File: src/rtl/unified_memory_arbiter.sv
// Single-port SRAM arbiter shared by instruction fetch (IF) and data memory (MEM).
// Data wins by default; a starvation counter forces an IF grant after STARVE_LIMIT denials.
module unified_memory_arbiter #(
  parameter int ADDR_W       = 16,
  parameter int DATA_W       = 16,
  parameter int STARVE_LIMIT = 4
) (
  input  logic              clk,
  input  logic              pc_reset,
  input  logic              if_req,
  input  logic [ADDR_W-1:0] if_addr,
  output logic [DATA_W-1:0] if_rdata,
  output logic              if_valid,
  output logic              stall_if,
  input  logic              mem_rd,
  input  logic              mem_wr,
  input  logic [ADDR_W-1:0] mem_addr,
  input  logic [DATA_W-1:0] mem_wdata,
  output logic [DATA_W-1:0] mem_rdata,
  output logic              mem_valid,
  output logic              stall_mem,
  output logic              sram_en,
  output logic              sram_we,
  output logic [ADDR_W-1:0] sram_addr,
  output logic [DATA_W-1:0] sram_wdata,
  input  logic [DATA_W-1:0] sram_rdata,
  output logic              proto_err
);

  typedef enum logic [1:0] {IDLE, IF_ACC, MEM_RD, MEM_WR} state_t;

  localparam logic [3:0] LIMIT = 4'(STARVE_LIMIT);

  state_t            state;
  state_t            state_next;
  logic [3:0]        starve_cnt;
  logic [DATA_W-1:0] if_hold;
  logic [DATA_W-1:0] mem_hold;
  logic              mem_req;
  logic              grant_if;
  logic              grant_mem;

  always_comb begin
    mem_req    = 1'b0;
    grant_if   = 1'b0;
    grant_mem  = 1'b0;
    state_next = IDLE;
    stall_if   = 1'b0;
    stall_mem  = 1'b0;
    sram_en    = 1'b0;
    sram_we    = 1'b0;
    sram_addr  = '0;
    sram_wdata = '0;
    if_valid   = 1'b0;
    if_rdata   = '0;
    mem_valid  = 1'b0;
    mem_rdata  = '0;

    if (!pc_reset) begin
      mem_req   = mem_rd | mem_wr;
      grant_if  = if_req & (~mem_req | (starve_cnt == LIMIT));
      grant_mem = mem_req & ~grant_if;
      stall_if  = if_req & ~grant_if;
      stall_mem = mem_req & ~grant_mem;

      if (grant_if) begin
        state_next = IF_ACC;
        sram_addr  = if_addr;
      end else if (grant_mem) begin
        state_next = mem_wr ? MEM_WR : MEM_RD;
        sram_addr  = mem_addr;
      end

      sram_en    = grant_if | grant_mem;
      sram_we    = grant_mem & mem_wr;
      sram_wdata = sram_en ? mem_wdata : '0;

      // The SRAM answers one cycle after the grant, so the response is decoded from the last grant.
      if_valid  = (state == IF_ACC);
      mem_valid = (state == MEM_RD) || (state == MEM_WR);
      if_rdata  = (state == IF_ACC) ? sram_rdata : if_hold;
      mem_rdata = (state == MEM_RD) ? sram_rdata : mem_hold;
    end
  end

  always_ff @(posedge clk or posedge pc_reset) begin
    if (pc_reset) begin
      state      <= IDLE;
      starve_cnt <= '0;
      if_hold    <= '0;
      mem_hold   <= '0;
      proto_err  <= 1'b0;
    end else begin
      state <= state_next;
      if (state == IF_ACC) if_hold <= sram_rdata;
      if (state == MEM_RD) mem_hold <= sram_rdata;
      if (mem_rd && mem_wr) proto_err <= 1'b1;
      if (stall_if)
        starve_cnt <= (starve_cnt == LIMIT) ? starve_cnt : starve_cnt + 4'd1;
      else if (grant_if)
        starve_cnt <= '0;
    end
  end

endmodule

File: config.mk
export PLATFORM = sky130hd
export DESIGN_NAME = unified_memory_arbiter
export DESIGN_NICKNAME = d
export VERILOG_FILES = /design/src/rtl/unified_memory_arbiter.sv
export SDC_FILE = /design/constraint.sdc
export NUM_CORES = 1
export LEC_CHECK = 0
export ABC_AREA = 1
export BUFFER_PORTS_ARGS = -buffer_cell sky130_fd_sc_hd__clkbuf_2
export CORE_ASPECT_RATIO = 0.75
export CORE_MARGIN = 4
export CORE_UTILIZATION = 39
export DETAILED_ROUTE_END_ITERATION = 8
export PLACE_DENSITY = 0.81
export SYNTH_ARGS = -nofsm -noshare
export SYNTH_HDL_FRONTEND = slang
export SYNTH_SLANG_ARGS = --single-unit
export TNS_END_PERCENT = 50
File: constraint.sdc
create_clock -name clk -period 1.1 [get_ports clk]
set_input_delay 0 -clock clk [delete_from_list [all_inputs] [get_ports clk]]
set_output_delay 0 -clock clk [all_outputs]
set_load 0.005 [all_outputs]
# [Word-level counts from Yosys, hierarchy flattened]
# Cells that the tools add are included.
[word_totals] ff_bits=39 inputBits=69
[op_classes] addsub=1 eq_ne=5 muxes=23 bitwise_logic=11 n_reduce_logical=4
[op_table] op="$mux 16" n=9
[op_table] op="$mux 4" n=3
[op_table] op="$mux 1" n=8
[op_table] op="$mux 2" n=3
[op_table] op="$and 1x1->1" n=5
[op_table] op="$add 4x1->4 const B" n=1
[op_table] op="$eq 2x2->1 const B" n=2
[op_table] op="$eq 4x3->1 const B" n=1
[op_table] op="$not 1->1" n=3
[op_table] op="$or 1x1->1" n=3
[op_table] op="$eq 2x1->1 const B" n=1
[op_table] op="$ne 2x2->1 const B" n=1
[op_table] op="$reduce_and 2->1" n=1
[op_table] op="$reduce_bool 2->1" n=1
[op_table] op="$logic_and 1x1->1" n=1
[op_table] op="$logic_or 1x1->1" n=1

# [Longest topological paths before layout]
# Gate-level depths: netlist (run 1).
[logic_depth] ltp_word=9 depth_mapped=8

# [Least setup slack after synthesis (run 1)]
# No wires, ideal clock.
[synth_path] kind="register -> register" start="reg starve_cnt[0]" end="reg starve_cnt[0]" setup_time_ns=0.065 arrival_ns=1.199 required_time_ns=1.035 slack_ns=-0.164 path_stages_with_launch=8 path_cell_list="dfrtp_1 -> inv_1 -> ha_1 -> nand3_1 -> nand2_2 -> nor2_1 -> nand2_1 -> nand2_1"
[synth_via] elab_chain_cells=8
[synth_rtl] element="from (decl)" line_no="36" source="logic [3:0] starve_cnt;"
[synth_rtl] element="from (signal assigned)" line_no="99" source="starve_cnt <= (starve_cnt == LIMIT) ? starve_cnt : starve_cnt + 4'd1;"
[synth_rtl] element="$eq 4x3->1 (*)" line_no="61" source="grant_if = if_req & (~mem_req | (starve_cnt == LIMIT));"
[synth_rtl] element="$or 1x1->1 (*)" line_no="61"
[synth_rtl] element="$and 1x1->1 (*)" line_no="61"
[synth_rtl] element="$not 1->1 (*)" line_no="63" source="stall_if = if_req & ~grant_if;"
[synth_rtl] element="$and 1x1->1 (*)" line_no="63"
[synth_rtl] element="$mux 1 (*)" line_no="59" source="if (!pc_reset) begin"
[synth_rtl] element="via stall_if" line_no="14" source="output logic stall_if,"
[synth_rtl] element="$ne 2x2->1 (no source line) / $reduce_bool 2->1 (equally long branches)"
[synth_rtl] element="$reduce_and 2->1 (no source line)"
# The timed path passes the listed nets; every way through them passes the cells marked *. The select of a mux whose other input is x is not followed.
# A chain may end at the register's enable or synchronous reset.

# [Final worst setup path (run 1)]
[layout_path] start="reg starve_cnt[0]" end="reg starve_cnt[0]"
[layout_via] elab_chain_cells=8
[layout_rtl] element="$eq 4x3->1" line_no="61, 99"
[layout_rtl] element="$or 1x1->1" line_no="61"
[layout_rtl] element="$and 1x1->1" line_no="61"
[layout_rtl] element="$not 1->1" line_no="63"
[layout_rtl] element="$and 1x1->1" line_no="63"
[layout_rtl] element="$mux 1" line_no="59"
[layout_rtl] element="$ne 2x2->1 (no source line) / $reduce_bool 2->1 (equally long branches)"
[layout_rtl] element="$reduce_and 2->1 (no source line)"
# Several ways; a longest one is shown, not always the timed one. The select of a mux whose other input is x is not followed.

==> results, run 1 <==
- IR analysis of the VDD net gives a maximum drop of ~0.00087 V.
- The remaining max-slew budget at the tightest pin is 0.7468.
- The wire length per cell is ~14 µm.
- The violation count after the first detailed-route iteration is 80.
- Dividing the final minimum period by the clock period gives 1.453.
- The most used cell along the critical path is buf_4.
- TritonCTS created 5 clock buffers.
- dfrtp_1 takes more of the synthesized area than any other cell.
- Entering global routing, the biggest net connects 34 pins.
- The number of hold-slack violations in the final timing report is 0.
- Counting instances in the post-synthesis netlist gives the leading cell types as 85 x inv_1, 79 x nand2_1, 55 x nor2_1.
- The length of the first detailed-routing pass in iterations is 4.
- Of the cells placed in the final design, the portion with a size suffix greater than 1 is 0.5428.
- The area of the mapped netlist is between 2000 and 2500 µm².
- Pin placement for this block handled 140 I/O pins.
- The register-to-register setup slack is -0.50 ns.
- The worst setup path is launched from a flop.
- The maximum fanout along the worst path is 2.
- Data on the critical path is required at its endpoint by between 1 and 1.5 ns.
- The type of destination of the critical path is a flop.
- The prevailing post-synth register cell is dfrtp_1.
- The number of storage elements in the synthesis netlist is 39.
- The worst-path cell with the longest stage delay is dfrtp_1.
- The number of global-route vias before repair is about 2,500.
- During synthesis, Yosys emitted a total of 0 warnings.
- The checks that failed: negative setup slack.
- The die covers 7333 µm².
- The number of buffers and inverters on the critical path is 9.
- The first-pass GRT wire length is 11.30 mm.
- The initial antenna violation count is 0.
- The initial utilization of the core area, before any placement, comes to 0.4027.
- The total vias in the final route is between 2,000 and 3,000.
- The signal on the critical path passes through inv_2 -> buf_4 -> buf_4 -> buf_4 -> buf_4 -> buf_4 -> buf_4 -> buf_4 -> buf_4 -> nand2_1 -> nand2_1.
- CTS placed an instance of clkbuf_8 at the clock tree root.
- The detailed-route wire length is 8.358 mm.
- Once layout is complete, the utilization of the core stands at 0.7541.
- The proportion of register bits with asynchronous set or reset after synthesis is 1.000.
- The die is about 75 µm tall.
- The count of final max-slew check failures is 0.
- After the last flow step, the layout net total stands at 608.
- The total of endpoints with negative setup slack in the final report is between 80 and 90.
- The floorplan step defined a core boundary enclosing ~5800 µm².
- The vias per cell is around 4.5.
- The count of flip-flops with a built-in enable after synthesis is 0.
- The signal arrival time at the worst endpoint is 1.77 ns.
- Static timing analysis puts the maximum clock frequency at roughly 630 MHz.
- The longest clock path from root to sink contains 2 buffers.
- Synthesis produced a netlist whose cell count is about 340.
- Measured along the x axis, the die boundary spans 97.56 µm.
- After floorplanning, the core was divided into 24 placement rows.
- The detail route stage leaves a number of antenna-violating nets equal to 0.
- The worst setup skew after layout is 0.006841 ns.
- The worst min-delay path class is input port to flop.
- The count of distinct cell types in the synthesized netlist is 23.
- After synthesis, the cell types taking the most area are dfrtp_1 42%, inv_1 14%, nand2_1 13%.
- In the routed design, unresolved DRC markers number 0.
- Setup repair after global routing could not meet its margin everywhere.
- Clock latency on the worst-skew pair, taken at its later pin, is between 0.2 and 0.3 ns.
- Averaged over all synthesized cells, the footprint is around 7 µm².
- On the worst path, the slowest cell contributes a delay of between 0.3 and 0.4 ns.
- For this design, the sink count on the clock tree is 39.
- At the pin with the least slew margin, the transition time is around 0.38 ns.
- Clock-pin slew was measured on the worst setup and hold paths at around 0.07 ns.
- The post-route worst setup slack is -0.4979 ns.
- The dominant cell by count in the synthesized netlist is inv_1.
- The total routing resource utilization after global routing is 0.1878.
- TritonCTS built the clock tree.
- On the critical path the largest part of the delay comes from buffers and inverters.
- The share of synthesized area in the top cell type comes to 0.4160.
- The power per cell area is ~1500 nW/µm².
- At the end of routability-driven placement, the weighted congestion stood at 0.7435.
- The tool flagged a number of max-cap violations equal to 0.
- Global routing finished with a remaining overflow of 0.
- The count of antenna diodes in the layout is 0.
- After layout, the design draws a total of between 6000 and 7000 µW.
- Counting I/O delays and the setup requirement, the final critical path takes roughly 1.6 ns.
- From synthesis to final layout, the design area changed by 87.25%.
- Of the synthesized area, sequential elements account for 0.4160.
- The type of the worst setup path is flop to flop.
- The leakage component of the power is 0.002548 µW.
- The deepest level of the CTS H-tree is 2.
- The count of buffers from port buffering is 139.
- The flow ran to the end, but the final reports show violations.
- The number of nets handed over by synthesis was roughly 400.
- Summed over all nets, the half-perimeter wirelength after detailed placement is around 4.7 mm.
==> power by group <==
group,internal (µW),leakage (µW),switching (µW)
combinational,1620,0.00205,1730
clock,907,0.0000654,499
sequential,1800,0.000435,146
total,4320,0.00255,2370
==> metal layers <==
layer | track usage | wire [µm] | part of all wire
met5 | 0 | 0 | 0
met4 | 0.03379 | 108 | 0.013
met3 | 0.03241 | 256 | 0.031
met2 | 0.3409 | 4456 | 0.53
met1 | 0.2429 | 3538 | 0.42
==> sequential cells by signal, indices dropped and copies added (netlist names) <==
| signal | cells |
|---|---|
| state | 2 |
| proto_err | 1 |
| mem_hold | 16 |
| starve_cnt | 4 |
| if_hold | 16 |
==> layout make-up <==
cell class                 instances  area, µm²
clock inverter                     2      60.06
timing repair buffer             203       1376
inverter                          89      336.6
sequential                        39      975.9
fill                             410       1433
clock buffer                       6      72.57
multi-input combinational        199       1474
tap                               78      97.59
==> metrics by stage <==
stage          cell area [µm²]  setup slack (ns)  hold slack, ns  setup TNS [ns]  cells
3_3_place_gp              3191           -0.1182          0.1425          -2.862    556
2_1_floorplan             2375          -0.07815         0.05545          -1.256    341
5_1_grt                   4393           -0.5638          0.1006          -30.55    616
6_report                  4393           -0.4979         0.09826          -24.07    616
3_5_place_dp              3191           -0.1844          0.1511          -4.677    556
4_1_cts                   3991           -0.5100         0.05821          -23.15    603
==> layout by cell type (no fill, tap or decap) <==
cell / count
a21o_1: 1
a21oi_1: 1
a21oi_4: 2
buf_12: 3
buf_16: 2
buf_2: 37
buf_4: 30
buf_6: 8
buf_8: 1
bufinv_16: 2
clkbuf_1: 1
clkbuf_16: 2
clkbuf_2: 101
clkbuf_8: 5
dfrtp_1: 39
dlygate4sd3_1: 19
ha_1: 1
ha_4: 1
inv_1: 78
inv_2: 10
inv_4: 1
nand2_1: 44
nand2_2: 7
nand2_4: 28
nand2_8: 4
nand3_1: 10
nand3_2: 7
nand3_4: 1
nor2_1: 50
nor2_2: 4
nor2_4: 4
o21ai_1: 1
o21ai_2: 18
o21ai_4: 13
or2_4: 1
xor2_1: 1
==> cells by family (layout without fill, tap and decap cells) <==
kind of cell / Yosys count / after routing / share of synthesized area
adders and majority gates: 2 / 2 / 0.01066
DFF: 39 / 39 / 0.4160
AOI/OAI and AO/OA: 36 / 36 / 0.09867
buffers and inverters: 104 / 300 / 0.1888
and+or+nand+nor: 159 / 160 / 0.2821
xor gates and xnor gates: 1 / 1 / 0.003734
==> repair_timing <==
action,4_1_cts,5_1_grt
cloned,6,3
pin swaps,11,14
gates resized for setup,76,115
hold endpoints to repair,70,0
hold buffers,19,0
buffers inserted,14,13
endpoints found under the setup margin,82,100
==> worst paths after layout <==
check / start / cells after the start / to
min in group asynchronous: pc_reset / 4 / if_hold[6]$_DFF_PP0_
setup / recovery: starve_cnt[0]$_DFFE_PP0P_ / 11 / starve_cnt[0]$_DFFE_PP0P_
setup reg to reg: starve_cnt[0]$_DFFE_PP0P_ / 11 / starve_cnt[0]$_DFFE_PP0P_
hold reg to reg: proto_err$_DFFE_PP0P_ / 1 / proto_err$_DFFE_PP0P_
max in group asynchronous: pc_reset / 4 / if_hold[4]$_DFF_PP0_
hold / removal: mem_wr / 3 / state[0]$_DFF_PP0_
==> worst min-delay path, cell delays in order <==
cell and delay (ns):
clkbuf_2 0.13, nand2_1 0.13, nand2_2 0.09
No activity file was read; power rests on OpenSTA's default activity.
==> run 2: changes to the inputs <==
--- a/config.mk
+++ b/config.mk
@@ -11,6 +11,7 @@
 export CORE_MARGIN = 4
 export CORE_UTILIZATION = 39
 export DETAILED_ROUTE_END_ITERATION = 8
+export GPL_TIMING_DRIVEN = 0
 export PLACE_DENSITY = 0.81
 export SYNTH_ARGS = -nofsm -noshare
 export SYNTH_HDL_FRONTEND = slang
==> constraint.sdc (replaced) <==
create_clock -name clk -period 1.1 [get_ports clk]
set_input_delay 0.055 -clock clk [delete_from_list [all_inputs] [get_ports clk]]
set_output_delay 0.055 -clock clk [all_outputs]
set_load 0.005 [all_outputs]
==> run 2 against run 1 <==
Power down 4.6%; non-clock buffer count is 18 lower; the flow finishes with violations (negative hold slack, negative setup slack); highest routed layer unchanged; largest cell class unchanged; register-to-register slack better by 0.14 ns; design area shrank 2.7%; count of clock-buffer cells in the layout is 1 lower; largest power group unchanged.
==> results, run 2 (synthesized netlist as in run 1, its figures left out) <==
- The initial antenna violation count is 0.
- The final reports fail on negative hold slack, negative setup slack.
- The required time reported for the critical path endpoint is 1.04 ns.
- Pin placement for this block handled 140 I/O pins.
- The type of destination of the critical path is a primary output.
- The largest registers in the layout are if_hold (16), mem_hold (16), starve_cnt (4).
- Dividing the detail-routed wire length by the instance count gives roughly 15 µm.
- In the finished design, the share of the clock period the worst path needs comes to 1.559.
- The total met2 wirelength after detailed routing is 4.821 mm.
- The first TritonRoute pass finished after 5 iterations.
- The deepest level of the CTS H-tree is 2.
- The core area is between 5000 and 6000 µm².
- The number of global-route vias before repair is ~2,500.
- The DRC violation count after routing is 0.
- The max-cap violation count is 0.
- In this run the static leakage power is 0.002464 µW.
- The total routing resource utilization after global routing is 0.2027.
- The achievable frequency is roughly 580 MHz.
- For this block, the routed nets add up to between 9 and 10 mm of wire.
- Detailed routing placed a total of around 440 µm of wire on met3.
- Power spread over the standard cell area amounts to between 1000 and 1500 nW/µm².
- The critical path crosses 9 cells after its start point.
- The worst min-delay path class is input port to asynchronous set/reset pin.
- The first-pass GRT wire length is around 12 mm.
- Setup repair after global routing could not meet its margin everywhere.
- The most common cell after layout, fill and taps aside is clkbuf_2.
- The worst pin sits at a relative slew slack of 0.5758.
- The vias per cell is approximately 4.7.
- The post-route worst setup slack is -0.6148 ns.
- The post-layout utilization of the core is 0.7339.
- The floorplan die area is between 7000 and 8000 µm².
- TritonCTS built the clock tree.
- In this run the deepest clock path goes through 2 buffers.
- The stage delay of the slowest cell on the critical path is about 0.41 ns.
- For this block, wires on met1 add up to between 3 and 4 mm.
- The remaining global-route overflow is 0.
- The sequential cells in the finished layout cover a total of approximately 980 µm².
- After detailed routing, no signal wire sits above met4.
- In the layout the commonest cells are 99 x clkbuf_2, 80 x inv_1, 47 x nor2_1.
- The overall die width is around 100 µm.
- The type of the worst setup path is flop to primary output.
- The count of final max-slew check failures is 0.
- In this run the vertical extent of the chip is roughly 75 µm.
- The layout cell share with drive strength beyond 1 is 0.5607.
- For the pin with the worst max-slew slack, the measured transition is 0.6363 ns.
- Across all layers, the routed design uses around 2,800 vias.
- Walking the worst path, the cells encountered are inv_2 -> ha_4 -> nand3_4 -> nand2_4 -> nand2_8 -> buf_6 -> nand3_1 -> nand2_2 -> clkbuf_2.
- The slowest stage of the critical path is the dfrtp_1 cell.
- At the end of routability-driven placement, the weighted congestion stood at around 0.81.
- The number of hold-slack violations in the final timing report is 39.
- For the worst setup path, the data arrival time is 1.66 ns.
- For this run, the post-layout net count is 589.
- The count of antenna-violating nets left after detailed routing is 0.
- The worst path in the final design needs a cycle of roughly 1.7 ns, including I/O delays and setup.
- The violation count after the first detailed-route iteration is 88.
- The final hold slack is -0.3098 ns.
- The number of CTS-inserted buffers is 5.
- The worst setup skew after layout is 0.01465 ns.
- Counting both buffers and inverters, the worst setup path holds a total of 3.
- Setup violations remaining at the end of the flow were counted as 87.
- The number of cell rows is 24.
- The kind of cell with the highest combined delay along the critical path is simple AND/OR/NAND/NOR gates.
- The run finished, with violations left.
- 0 antenna diodes ended up in the layout.
- The root buffer cell chosen for the clock tree is clkbuf_8.
- The CTS sink count is 39.
- Relative to the synthesized area, the layout overhead comes to 82.24%.
- The half-perimeter wire length of the detailed placement result is roughly 5.2 mm.
- The count of buffers from port buffering is roughly 140.
- For this configuration, the core starts out at a cell density of 0.4027.
- The maximum resistive drop on vdd is 0.0006614 V.
- The footprint of the multi-input gates is around 1500 µm².
- The layout has 400 filler cells.
- The number of cells on the worst reg-to-reg path is 7.
- The maximum fanout along the worst path is 8.
- After clock tree synthesis, the clock-pin slew on the worst setup and hold paths is approximately 0.1 ns.
- STA classifies the critical path startpoint as a flop.
- Entering global routing, the biggest net connects between 40 and 50 pins.
- The clock latency reported for the late side of the worst-skew pair is slightly above 0.3 ns.
[run 2: per-layer routing]
metal	up-vias	global-route usage
met4	0	0.05530
met5	-	0
li1	1351	-
met3	19	0.04537
met1	1356	0.2552
met2	103	0.3591
[run 2: what timing repair did]
item / 4_1_cts / 5_1_grt
gates resized for setup: 87 / 133
pin swaps: 11 / 11
cloned: 5 / 3
buffers inserted: 12 / 14
setup endpoints to repair: 107 / 101
hold endpoints to repair: 42 / 40
[run 2: worst paths after layout]
path	slack [ns]	from	to
worst max-delay path	-0.61	starve_cnt[0]$_DFFE_PP0P_	sram_addr[4]
worst min-delay path	-0.31	pc_reset	mem_hold[3]$_DFF_PP0_
worst max register to register	-0.36	state[0]$_DFF_PP0_	mem_hold[10]$_DFF_PP0_
worst min register to register	0.49	proto_err$_DFFE_PP0P_	proto_err$_DFFE_PP0P_
max in group asynchronous	1.22	pc_reset	starve_cnt[3]$_DFFE_PP0P_
min in group clk	0.02	sram_rdata[14]	mem_hold[14]$_DFF_PP0_
[run 2: where the power goes]
group | internal, µW | switching (µW)
combinational | 1590 | 1800
sequential | 1800 | 154
clock | 454 | 588
[run 2: area by class of cell]
type	instances	area share
Clock buffer	5	0.01610
Sequential cell	39	0.2283
Inverter	89	0.08194
Tap cell	78	0.02283
Buffer	15	0.04712
Timing Repair Buffer	170	0.2435
Clock inverter	3	0.005560
Multi-Input combinational cell	198	0.3547
[run 2: through the flow]
step	instance area [µm²]	total power, µW	instances	setup TNS, ns	worst slack, ns
2_1_floorplan	2382	3107	341	-2.015	-0.1269
3_3_place_gp	3171	3717	557	-16.37	-0.3283
3_5_place_dp	3171	3791	557	-18.58	-0.3552
4_1_cts	3752	5435	582	-29.11	-0.6243
5_1_grt	4275	6776	597	-36.74	-0.7103
6_report	4275	6389	597	-30.31	-0.6148
==> run 3: changes to the inputs <==
--- a/config.mk
+++ b/config.mk
@@ -5,7 +5,6 @@
 export SDC_FILE = /design/constraint.sdc
 export NUM_CORES = 1
 export LEC_CHECK = 0
-export ABC_AREA = 1
 export BUFFER_PORTS_ARGS = -buffer_cell sky130_fd_sc_hd__clkbuf_2
 export CORE_ASPECT_RATIO = 0.75
 export CORE_MARGIN = 4
@@ -13,6 +12,7 @@
 export DETAILED_ROUTE_END_ITERATION = 8
 export GPL_TIMING_DRIVEN = 0
 export PLACE_DENSITY = 0.81
+export SLEW_MARGIN = 20
 export SYNTH_ARGS = -nofsm -noshare
 export SYNTH_HDL_FRONTEND = slang
 export SYNTH_SLANG_ARGS = --single-unit
==> run 3 against run 2 <==
The flow finishes with violations (negative setup slack); utilization down 5.2 points; sequential cell count unchanged; final cell count down 20%; count of clock-buffer cells in the layout up 2; design area down 7.1%; non-clock buffer count down 1; maximum frequency down 3.6%; critical path type unchanged.
==> results, run 3 <==
- In this run the cell area measured after placement is 3259 µm².
- For the pin with the worst max-slew slack, the measured transition is between 0.6 and 0.7 ns.
- During I/O placement, the number of pins put on the boundary was 140.
- The DRC violation count after routing is 0.
- The signal on the critical path passes through buf_6 -> nand2b_4 -> buf_12 -> buf_12 -> mux2_4 -> and2_4 -> clkbuf_2.
- The vertical die dimension is ~75 µm.
- The vias per cell is between 4 and 5.
- The clock passes through at most 2 buffers.
- Of the synthesized area, sequential elements account for 0.4162.
- After synthesis, the largest family of logic cells by area is simple AND/OR/NAND/NOR gates.
- The worst setup path is captured at a primary output.
- The largest registers in the layout are if_hold (16), mem_hold (16), starve_cnt (4).
- The proportion of synthesized area in mux cells is 0.1841.
- The clock transition time at the flip-flop clock pins of the worst setup and hold paths is ~0.07 ns.
- In this run the worst path has a maximum fanout of 6.
- The first-pass GRT wire length is roughly 11 mm.
- The synthesis-to-finish area growth is 69.48%.
- Of the total synthesized cell area, the portion taken by XOR and XNOR cells is 0.
- VDD sags by at most approximately 0.0010 V.
- In this run the static leakage power is about 0.0021 µW.
- The clock latency reported for the late side of the worst-skew pair is ~0.29 ns.
- In the final timing run, aggregate negative setup slack is -39.35 ns.
- For this run, the slowest stage of the critical path takes approximately 0.42 ns.
- The number of antenna diodes in the final layout is 0.
- The run finished, with violations left.
- Of the cells placed in the final design, the portion with a size suffix greater than 1 is 0.7025.
- Max-cap violations in this run came to 0.
- For the worst setup path, the data required time is around 1.0 ns.
- The prevailing post-synth register cell is dfrtp_1.
- The count of buffers added on input and output ports is between 100 and 150.
- The post-synthesis compound-gate area fraction is 0.09552.
- The ratio of final minimum period to clock period is 1.617.
- The number of storage elements in the synthesis netlist is 39.
- The number of cell rows is 24.
- The dominant cell by count in the synthesized netlist is and2_1.
- In this run the number of H-tree levels came out at 2.
- The cell taking the most area after synthesis is dfrtp_1.
- The half-perimeter wire length of the detailed placement result is around 4.9 mm.
- The clock root buffer is clkbuf_8.
- The length of the first detailed-routing pass in iterations is 4.
- After layout, the design draws a total of 8162 µW.
- Ranked by total cell area, the synthesized netlist is headed by dfrtp_1 42%, and2_1 13%, mux2_4 12%.
- Counting instances in the post-synthesis netlist gives the leading cell types as 47 x and2_1, 39 x dfrtp_1, 23 x nand2_1.
- The Yosys step of the flow raised 0 warnings.
- The net count reported at finish is between 400 and 500.
- The kind of launch point of the worst setup path is a flop.
- The violation count after the first detailed-route iteration is 40.
- In the global route stage, overall resource usage came out at 0.1833.
- The detailed-route wire length is approximately 7.4 mm.
- The net count after synthesis is 294.
- The number of hold-slack violations in the final timing report is 0.
- The number of global-route vias before repair is approximately 2,300.
- Power spread over the standard cell area amounts to slightly above 2000 nW/µm².
- The count of distinct cell types in the synthesized netlist is 36.
- The die covers ~7300 µm².
- The remaining global-route overflow is 0.
- The count of nets left with antenna violations once routing finished came out at 0.
- The most used cell along the critical path is buf_12.
- For the worst setup path, the data arrival time is ~1.7 ns.
- The top cell type's share of synthesized area is 0.4162.
- With fillers left out, the area of the finished cells amounts to 3974 µm².
- The total vias in the final route is 2,312.
- Clock skew on the completed layout was measured at ~0.009 ns.
- The count of flip-flops with a built-in enable after synthesis is 0.
- The worst-path cell with the longest stage delay is dfrtp_1.
- The final reports fail on negative setup slack.
- The type of the worst setup path is flop to primary output.
- The TritonCTS clock tree is done.
- The worst pin sits at a relative slew slack of 0.5659.
- Dividing the detail-routed wire length by the instance count gives approximately 16 µm.
- Entering global routing, the biggest net connects 49 pins.
- Setup repair after global routing could not meet its margin everywhere.
- The count of final max-slew check failures is 0.
- At the placement stage, the worst setup path has a slack of -0.7179 ns.
- The library cells used most frequently in the layout, excluding fill and tap cells, are 135 x clkbuf_2, 39 x dfrtp_1, 32 x and2_4, 32 x mux2_4, 22 x nand2_1.
- The congestion estimate from routability-driven global placement came to 0.8015.
- The overall die width is 97.54 µm.
- The achievable frequency is around 560 MHz.
- The library cell used most frequently in the layout, excluding fill and tap cells, is clkbuf_2.
- The initial cell density of the core is 0.4025.
- Synthesis produced a netlist whose cell count is roughly 220.
- The tightest min-delay check is of the input port to flop type.
- Of the total synthesized cell area, the portion taken by AND, OR, NAND and NOR gates is 0.2118.
- In this run the mean area of a mapped cell was ~11 µm².
- The filler cells instantiated in the layout total approximately 490.
- Buffers inserted to repair hold after CTS numbered 0.
- Buffers inserted during clock tree synthesis total 5.
- The initial antenna violation count is 0.
- Subtracting the final worst setup slack from the clock period gives between 1.5 and 2 ns.
- The proportion of register bits with asynchronous set or reset after synthesis is 1.000.
- The core area is roughly 5800 µm².
- The CTS sink count is 39.
- The post-route worst setup slack is -0.6786 ns.
- The post-placement cell count is 440.
- Setup violations remaining at the end of the flow were counted as between 90 and 100.
- The area of the mapped netlist is ~2300 µm².
- The adder-cell share of the synthesized area is 0.01067.
- The number of non-filler instances in the completed layout is approximately 480.
-- run 3: changes by cell type after synthesis, sizes merged, moves of 28 or more --
cell / previous run / this run
o21ai: 32 / 4
and2: 0 / 48
nand2: 82 / 23
inv: 89 / 21
mux2: 0 / 32
nor2: 58 / 2
-- run 3: repair_timing --
action	in CTS	in global routing
gates resized for setup	56	30
buffers inserted	18	12
pin swaps	18	4
setup endpoints to repair	131	104
cloned	1	2
-- run 3: power by group --
| group | internal [µW] | switching [µW] |
|---|---|---|
| Sequential | 2070 | 273 |
| Clock | 571 | 518 |
| Combinational | 2940 | 1800 |
-- run 3: worst max-delay path: cells and delay by family (launching register included) --
family,cells,cell delay [ns]
buffers and inverters,4,0.49
flip-flops,1,0.42
multiplexers,1,0.31
AND/OR/NAND/NOR,2,0.22
-- run 3: through the flow --
stage | hold WS [ns] | utilization
floorplan | 0.1613 | -
global placement | 0.2917 | 0.5595
detailed placement | 0.3045 | 0.5595
CTS | 0.006053 | 0.6445
global route | 0.02110 | 0.6821
finish | 0.008958 | 0.6821
-- run 3: metal layers --
metal	GRT usage	up-vias	wire (µm)
met5	0	-	0
met4	0.02765	0	41
met3	0.04167	6	351
met2	0.3318	76	3921
met1	0.2334	1134	3116
li1	-	1096	-
-- run 3: area by class of cell --
class / count / area [µm²] / share of cell area
buffer: 13 / 120.1 / 0.03023
clock buffer: 7 / 96.34 / 0.02424
clock inverter: 1 / 7.507 / 0.001889
inverter: 21 / 78.83 / 0.01984
multi-input combinational: 148 / 1504 / 0.3785
sequential: 39 / 975.9 / 0.2456
tap: 78 / 97.59 / 0.02456
timing repair buffer: 171 / 1094 / 0.2752
-- run 3: logic make-up (layout without fill, tap and decap cells) --
group	after synthesis	count (layout)
and+or+nand+nor	87	87
DFF	39	39
buffers and inverters	36	213
muxes	32	32
AOI/OAI and AO/OA	27	27
adders and majority gates	2	2
-- run 3: final timing paths --
path,from,to,depth (start not counted),slack [ns]
setup / recovery,state[0]$_DFF_PP0_,if_rdata[12],7,-0.68
min in group asynchronous,pc_reset,starve_cnt[2]$_DFFE_PP0P_,3,0.22
setup reg to reg,state[0]$_DFF_PP0_,if_hold[1]$_DFF_PP0_,7,-0.38
max in group asynchronous,pc_reset,mem_hold[13]$_DFF_PP0_,3,0.47
hold reg to reg,proto_err$_DFFE_PP0P_,proto_err$_DFFE_PP0P_,1,0.47
hold / removal,mem_rd,proto_err$_DFFE_PP0P_,2,0.009
